**config.mk**
```make
export PLATFORM = sky130hd
export DESIGN_NAME = ysyx_25040129_axi_rr_arb
export DESIGN_NICKNAME = d
export VERILOG_FILES = /design/src/rtl/ysyx_25040129_axi_rr_arb.sv
export SDC_FILE = /design/constraint.sdc
export NUM_CORES = 1
export LEC_CHECK = 0
export ABC_AREA = 1
export BUFFER_PORTS_ARGS = -buffer_cell sky130_fd_sc_hd__buf_4
export CORE_AREA = 2 2 195 197
export DETAILED_ROUTE_END_ITERATION = 16
export DIE_AREA = 0 0 197 199
export SKIP_LAST_GASP = 1
export SYNTH_ARGS = -nofsm -noshare
export SYNTH_HDL_FRONTEND = slang
export SYNTH_SLANG_ARGS = --single-unit
```
**constraint.sdc**
```tcl
create_clock -name clk -period 1.7 [get_ports clk]
set_input_delay 0 -clock clk [delete_from_list [all_inputs] [get_ports clk]]
set_output_delay 0 -clock clk [all_outputs]
set_load 0.005 [all_outputs]
```
**src/rtl/ysyx_25040129_axi_rr_arb.sv**
```systemverilog
`default_nettype none
// ============================================================================
// Module      : ysyx_25040129_axi_rr_arb
// Description : Round-robin AXI4 read arbiter for icache (0), PTW (1) and
//               LSU (2) onto one memory port. One read in flight at a time.
//               LSU write channel passes through. Outstanding writes are
//               counted so LSU reads wait until all writes have completed.
// Revision    : 1.0 - initial release
// ============================================================================
module ysyx_25040129_axi_rr_arb #(
    parameter int WR_MAX = 3
) (
    input  logic        clk,
    input  logic        rst,
    // requester read channels (index i at bits [i*W +: W])
    input  logic [95:0] m_araddr,
    input  logic [23:0] m_arlen,
    input  logic [5:0]  m_arburst,
    input  logic [8:0]  m_arsize,
    input  logic [2:0]  m_arvalid,
    output logic [2:0]  m_arready,
    output logic [95:0] m_rdata,
    output logic [5:0]  m_rresp,
    output logic [2:0]  m_rlast,
    output logic [2:0]  m_rvalid,
    input  logic [2:0]  m_rready,
    // memory-side read channel
    output logic [31:0] s_araddr,
    output logic [7:0]  s_arlen,
    output logic [1:0]  s_arburst,
    output logic [2:0]  s_arsize,
    output logic        s_arvalid,
    input  logic        s_arready,
    input  logic [31:0] s_rdata,
    input  logic [1:0]  s_rresp,
    input  logic        s_rlast,
    input  logic        s_rvalid,
    output logic        s_rready,
    // LSU write channel
    input  logic [31:0] lsu_awaddr,
    input  logic [2:0]  lsu_awsize,
    input  logic        lsu_awvalid,
    output logic        lsu_awready,
    input  logic [31:0] lsu_wdata,
    input  logic [3:0]  lsu_wstrb,
    input  logic        lsu_wvalid,
    output logic        lsu_wready,
    output logic [1:0]  lsu_bresp,
    output logic        lsu_bvalid,
    input  logic        lsu_bready,
    // memory-side write channel
    output logic [31:0] s_awaddr,
    output logic [2:0]  s_awsize,
    output logic        s_awvalid,
    input  logic        s_awready,
    output logic [31:0] s_wdata,
    output logic [3:0]  s_wstrb,
    output logic        s_wvalid,
    input  logic        s_wready,
    input  logic [1:0]  s_bresp,
    input  logic        s_bvalid,
    output logic        s_bready,
    // error report
    output logic        err_valid,
    output logic [1:0]  err_id
);

    localparam int              c_CNT_W  = $clog2(WR_MAX + 1);
    localparam logic [c_CNT_W-1:0] c_WR_MAX = c_CNT_W'(WR_MAX);

    typedef enum logic [1:0] {
        S_IDLE = 2'd0,
        S_ADDR = 2'd1,
        S_DATA = 2'd2
    } state_t;

    state_t              r_state;
    logic [1:0]          r_grant;
    logic [1:0]          r_last;
    logic [c_CNT_W-1:0]  r_wr_cnt;
    logic                r_err_valid;
    logic [1:0]          r_err_id;

    logic [2:0]          w_elig;
    logic [1:0]          w_cand1;
    logic [1:0]          w_cand2;
    logic [1:0]          w_pick;
    logic                w_pick_valid;
    logic                w_aw_open;
    logic                w_aw_hs;
    logic                w_b_hs;
    logic                w_err_beat;
    int                  w_gi;

    // LSU reads are held off while any write is still outstanding
    assign w_elig       = m_arvalid & {(r_wr_cnt == '0), 2'b11};
    assign w_pick_valid = |w_elig;
    assign w_gi         = int'(r_grant);

    // Search order starts just after the last winner: last+1, last+2, last
    always_comb begin
        w_cand1 = (r_last == 2'd2) ? 2'd0 : r_last + 2'd1;
        w_cand2 = (r_last == 2'd0) ? 2'd2 : r_last - 2'd1;
        if (w_elig[w_cand1])
            w_pick = w_cand1;
        else if (w_elig[w_cand2])
            w_pick = w_cand2;
        else
            w_pick = r_last;
    end

    // Transaction FSM: arbitrate in IDLE, forward AR in ADDR, stream R in DATA
    always_ff @(posedge clk) begin
        if (rst) begin
            r_state <= S_IDLE;
            r_grant <= 2'd0;
            r_last  <= 2'd2;
        end else begin
            case (r_state)
                S_IDLE: begin
                    if (w_pick_valid) begin
                        r_grant <= w_pick;
                        r_last  <= w_pick;
                        r_state <= S_ADDR;
                    end
                end
                S_ADDR: begin
                    if (s_arvalid && s_arready)
                        r_state <= S_DATA;
                end
                S_DATA: begin
                    if (s_rvalid && s_rready && s_rlast)
                        r_state <= S_IDLE;
                end
                default: r_state <= S_IDLE;
            endcase
        end
    end

    // Read-path steering: only the granted requester sees anything
    always_comb begin
        s_araddr  = '0;
        s_arlen   = '0;
        s_arburst = '0;
        s_arsize  = '0;
        s_arvalid = 1'b0;
        s_rready  = 1'b0;
        m_arready = '0;
        m_rdata   = '0;
        m_rresp   = '0;
        m_rlast   = '0;
        m_rvalid  = '0;
        if (r_state == S_ADDR) begin
            s_araddr         = m_araddr[w_gi*32 +: 32];
            s_arlen          = m_arlen[w_gi*8 +: 8];
            s_arburst        = m_arburst[w_gi*2 +: 2];
            s_arsize         = m_arsize[w_gi*3 +: 3];
            s_arvalid        = m_arvalid[r_grant];
            m_arready[r_grant] = s_arready;
        end else if (r_state == S_DATA) begin
            m_rdata[w_gi*32 +: 32] = s_rdata;
            m_rresp[w_gi*2 +: 2]   = s_rresp;
            m_rlast[r_grant]       = s_rlast;
            m_rvalid[r_grant]      = s_rvalid;
            s_rready               = m_rready[r_grant];
        end
    end

    // Write pass-through with AW throttled at the outstanding limit
    assign w_aw_open   = (r_wr_cnt != c_WR_MAX);
    assign lsu_awready = s_awready & w_aw_open;
    assign s_awvalid   = lsu_awvalid & w_aw_open;
    assign s_awaddr    = lsu_awaddr;
    assign s_awsize    = lsu_awsize;
    assign s_wdata     = lsu_wdata;
    assign s_wstrb     = lsu_wstrb;
    assign s_wvalid    = lsu_wvalid;
    assign lsu_wready  = s_wready;
    assign lsu_bresp   = s_bresp;
    assign lsu_bvalid  = s_bvalid;
    assign s_bready    = lsu_bready;

    assign w_aw_hs = s_awvalid & s_awready;
    assign w_b_hs  = s_bvalid & lsu_bready;

    // Outstanding-write counter: AW increments, B decrements, both cancel
    always_ff @(posedge clk) begin
        if (rst) begin
            r_wr_cnt <= '0;
        end else begin
            case ({w_aw_hs, w_b_hs})
                2'b10:   r_wr_cnt <= r_wr_cnt + 1'b1;
                2'b01:   r_wr_cnt <= (r_wr_cnt != '0) ? r_wr_cnt - 1'b1 : r_wr_cnt;
                default: r_wr_cnt <= r_wr_cnt;
            endcase
        end
    end

    assign w_err_beat = (r_state == S_DATA) & s_rvalid & s_rready & s_rresp[1];

    // One-cycle error pulse tagged with the requester that got the bad beat
    always_ff @(posedge clk) begin
        if (rst) begin
            r_err_valid <= 1'b0;
            r_err_id    <= 2'd0;
        end else begin
            r_err_valid <= w_err_beat;
            if (w_err_beat)
                r_err_id <= r_grant;
        end
    end

    assign err_valid = r_err_valid;
    assign err_id    = r_err_id;

endmodule
`default_nettype wire

```
After elaboration in Yosys (flattened, before gate mapping)
Index checks and enable logic that the tools add are counted. W data, S select, Z words.

Bits in latches: 0. RAM bits: 0. Memory bits (read-only): 0. Input bits: 259. Word-level logic and storage cells: 97. Memories kept: 0. Register bits: 11.

Multipliers: 1. Magnitude comparators: 4. Div/mod/pow operators: 0. Bitwise gates (word level): 13. Eq/ne operators: 10. Add/sub/neg operators: 6. Multiplexer cells: 36. Reduce and logical (&&, ||, !) cells: 13. Shift-type cells: 8.

Operators with widths (count): $mux W96 (2); $and A96 B96 Y96 (1); $shift A32 B33 Y96 const A (1); $shiftx A32 B33 Y96 (1); $shiftx A96 B8 Y32 (1); $neg A3 Y33 (1); $neg A7 Y33 (1); $shift A2 B33 Y6 const A (1); $shiftx A2 B33 Y6 (1); $mux W32 (1); $shiftx A24 B6 Y8 (1); $mux W2 (9); $mux W3 (6); $and A3 B3 Y3 (4); $mux W6 (2); $ne A2 B2 Y1 const B (5); $lt A2 B3 Y1 const B (3); $shiftx A9 B5 Y3 (1); $bmux W1 S2 (4); $mux W1 (8); $mux W8 (1); $and A1 B1 Y1 (7); $and A6 B6 Y6 (1); $eq A2 B2 Y1 const B (3); 15 further kinds (25).

Depth between registers and ports, before layout
Word-level depth: 8. Gate-level depth with buffers: 14. Gate-level depth less buffers: 11.

Worst setup path before layout
OpenSTA, ideal clock, no wires.

Path type: register to register. Start point: reg r_grant[0] (netlist name). End point: reg r_grant[0]. Setup slack: -0.091 ns. Cell stages (with the launch flop): 14. Required time: 1.587 ns. Setup time: 0.113 ns. Data arrival time: 1.678 ns. Cell sequence: dfxtp_1 > buf_6 > inv_6 > buf_6 > buf_2 > ha_1 > nor2_1 > nand3_1 > o21ai_0 > inv_1 > nand2_1 > nand2_1 > nor2_1 > nor2_1.

RTL lines: end signal: assignment (line 122) `r_grant <= w_pick;`; end: declaration (line 78) `logic [1:0] r_grant;`.

Worst setup path after layout
Start point: reg r_grant[0]. End point: out m_rresp[0].

Cells in the longest elaborated chain, start to end: 5. Elaborated cells between the ends (all ways): 6. Those cells by class: add/sub: 1; shift: 2; mux: 2; bitwise: 1.

Ends and longest elaborated chain: $neg A3 Y33 (*) (line 162) `m_rresp[w_gi*2 +: 2] = s_rresp;`; $shiftx A2 B33 Y6 / $shift A2 B33 Y6 (equally long branches) (line 162); $and A6 B6 Y6 (no source line) (*); $mux W6 (*) (line 160) `end else if (r_state == S_DATA) begin`; $mux W6 (*) (line 153) `if (r_state == S_ADDR) begin`; end: declaration (line 23) `output logic [5:0] m_rresp,`.

Every way passes the cells marked *; elsewhere a longest branch is shown, timed or not.

==> reports/qor.txt <==
Slew HR = 74.97%
# IOs = 499
Htree depth = 1
Vias in the first global route = 4561
Chip Height = 199 µm
CTS root buf = clkbuf_16
Most common cell in the netlist = nor2_1
Outcome = finished with violations
Met1 Routed Length = 6.989 mm
CP required = 1.70 ns
Classification of the worst setup path = flop to output port
Area contributors post-synth = nor2_1, buf_4, nand2_1
Tmin final = 1.711 ns
Yosys reg bits = 10
First-pass GRT wire length = 25.49 mm
Final critical-path share of the clock period = 100.7%
PwrDens = 747.4 mW/mm²
Most common library cells after synthesis = nor2_1, nand2_1, buf_4
Die area = 0.03920 mm²
Prevailing post-synth register cell = dfxtp_1
Syn Nets = 912
Layout cell share with drive strength beyond 1 = 44.86%
Max-slew violations = 0
Max Clock Freq = 584.4 MHz
HPWL Detailed = 15.60 mm
Area of the multi-input gates = 0.002152 mm²
Comb pwr share = 83.1%
Total CTS buffers = 3
GRT Util Overall = 8.297%
Fill cells = 4280
First drt pass iteration count = 5
Setup ws final = -0.01120 ns
CTS Buffer Depth = 2
Part of the power in registers = 6.7%
Leak = 2.957 nW
Synth Instances = 646
# Max-Cap Violations = 0
Total grt overflow = 0
Cell area after synthesis = 0.003221 mm²
Post-synth EDFFs = 0
RSZ-0062 raised after global routing = true
Clock sink count = 10
Net Sw Frac = 51.11%
Synth Warn # = 0
Int Power = 2.245 mW
Layout area overhead = 90.79%
R2R setup slack = 0.16 ns
Core box area = 0.03713 mm²
Tightest Hold Check Type = primary input to output port
Least-Margin Pin Slew = 0.3749 ns
Metal2 WL = 9.570 mm
Number of failing hold endpoints at the final stage = 0
Vias = 5093
CTS tree = built
Wire per inst = 13.81 µm
# setup viols final = 1
Avg Inst Size Synth = 4.985 µm²
Crit Path Max Fanout = 34
Initial DRC count = 266
Initial antenna violation count = 0
Crit start category = flop
Seq/Total Area, Yosys = 6.216%
I/O Buffers = 348
# DRC = 0
Met3 routed WL = 1.883 mm
TNS Setup = -0.01120 ns
Largest net degree at the start of global routing = 38
Top cell type's share of synthesized area = 23.66%
GP Congestion = 0.7757
Vias per cell = 3.693
Cell taking the most area after synthesis = nor2_1
Yosys cell types = 26
Power share of the clock group = 10.2%
Switching power total = 2.347 mW
Total power = 4.593 mW
ANT cells = 0
Max layer used = met4
DIE WIDTH = 197 µm
Final ANT Viol Nets = 0
Final Net Count = 1172
Fin Clk Skew = 0.001686 ns
Failing checks = setup timing
Reg area = 205.2 µm²
WP data arrival = 1.71 ns
Post-Route WL = 19.04 mm
Row cnt = 71
Clk_lat worst skew = 0.23 ns
CP Capture Type = output port
Initial Util = 8.673%
Async SR Flop Fraction = 0%
Peak supply drop = 0.4952 mV
Reg clk slew, reported paths = 0.04 ns
registers in the layout (all words and copies together) (netlist names):
register   count
err_id         2
r_grant        2
r_state        2
r_last         1
r_wr_cnt       2
err_valid      1
per-stage QoR:
step | util [%] | area (µm²) | worst slack [ns] | instances | hold WS (ns)
after global placement | 15.82 | 5876 | -0.02203 | 1370 | 0.00003458
after detailed placement | 15.82 | 5876 | -0.0007550 | 1370 | 0.00003458
after CTS | 16.28 | 6047 | -0.02826 | 1376 | 0.00003458
after global routing | 16.55 | 6145 | -0.07599 | 1379 | 0.000007980
after floorplan | - | 3237 | 0.009601 | 646 | 0.07071
final | 16.55 | 6145 | -0.01120 | 1379 | 0.000001430
repair_timing:
item                                   CTS  global route
hold buffers                             1             0
gates cloned                             1             1
resized for setup                       13            16
buffers inserted                         0             2
pin swaps                                0             2
endpoints found under the hold margin    6             0
setup endpoints to repair               71           106
layout make-up:
type                            count  share of cell area (%)
Tap cell                          474                   9.652
Clock buffer                        4                   1.446
Timing Repair Buffer              374                   48.32
Inverter                           33                   2.220
Multi-Input combinational cell    484                   35.02
Sequential cell                    10                   3.339
cell usage in the layout (no fill, tap or decap), drive strengths merged:
master,n
nor3,14
or2,1
nand4,1
dlygate4sd3,1
nand3,7
nor2,203
a21oi,55
a221oi,1
buf,372
clkbuf,5
a31oi,1
dfxtp,10
clkinv,1
inv,32
nand2,141
o21ai,53
ha,7
kinds of logic after synthesis:
kind of cell             share of synthesized area, %
AND/OR/NAND/NOR                                 44.56
flip-flops                                      6.216
AO/OA/AOI/OAI                                   17.72
adder cells (fa/ha/maj)                         2.719
buffers and inverters                           28.79
power by group through the flow:
stage / registers, mW / clock network [mW] / logic (mW)
2_1_floorplan: 0.294 / 0 / 2.10
3_3_place_gp: 0.302 / 0 / 3.48
3_5_place_dp: 0.304 / 0 / 3.52
4_1_cts: 0.305 / 0.472 / 3.63
5_1_grt: 0.314 / 0.485 / 4.20
6_report: 0.307 / 0.466 / 3.82
metal layers:
layer / up-vias / GRT usage (%)
met1: 2277 / 9.474
met2: 325 / 15.05
met3: 38 / 2.001
li1: 2453 / -
met5: - / 0.5109
met4: 0 / 2.757
final timing paths:
| path | startpoint | endpoint | cells after the start |
|---|---|---|---|
| setup / recovery | r_grant[0]$_SDFFE_PP0P_ | m_rresp[0] | 7 |
| hold / removal | lsu_wdata[29] | s_wdata[29] | 0 |
| setup reg to reg | r_grant[0]$_SDFFE_PP0P_ | err_id[0]$_SDFFE_PP0P_ | 10 |
| hold reg to reg | err_id[0]$_SDFFE_PP0P_ | err_id[0]$_SDFFE_PP0P_ | 2 |
critical path: stages (launching register included):
cell and delay [ns]:
dfxtp_4 0.37, inv_6 0.06, ha_1 0.34, nor2_1 0.11, nand2_1 0.09, buf_12 0.17, nor2_1 0.16, buf_4 0.13
(Power assumes the default switching activity.)
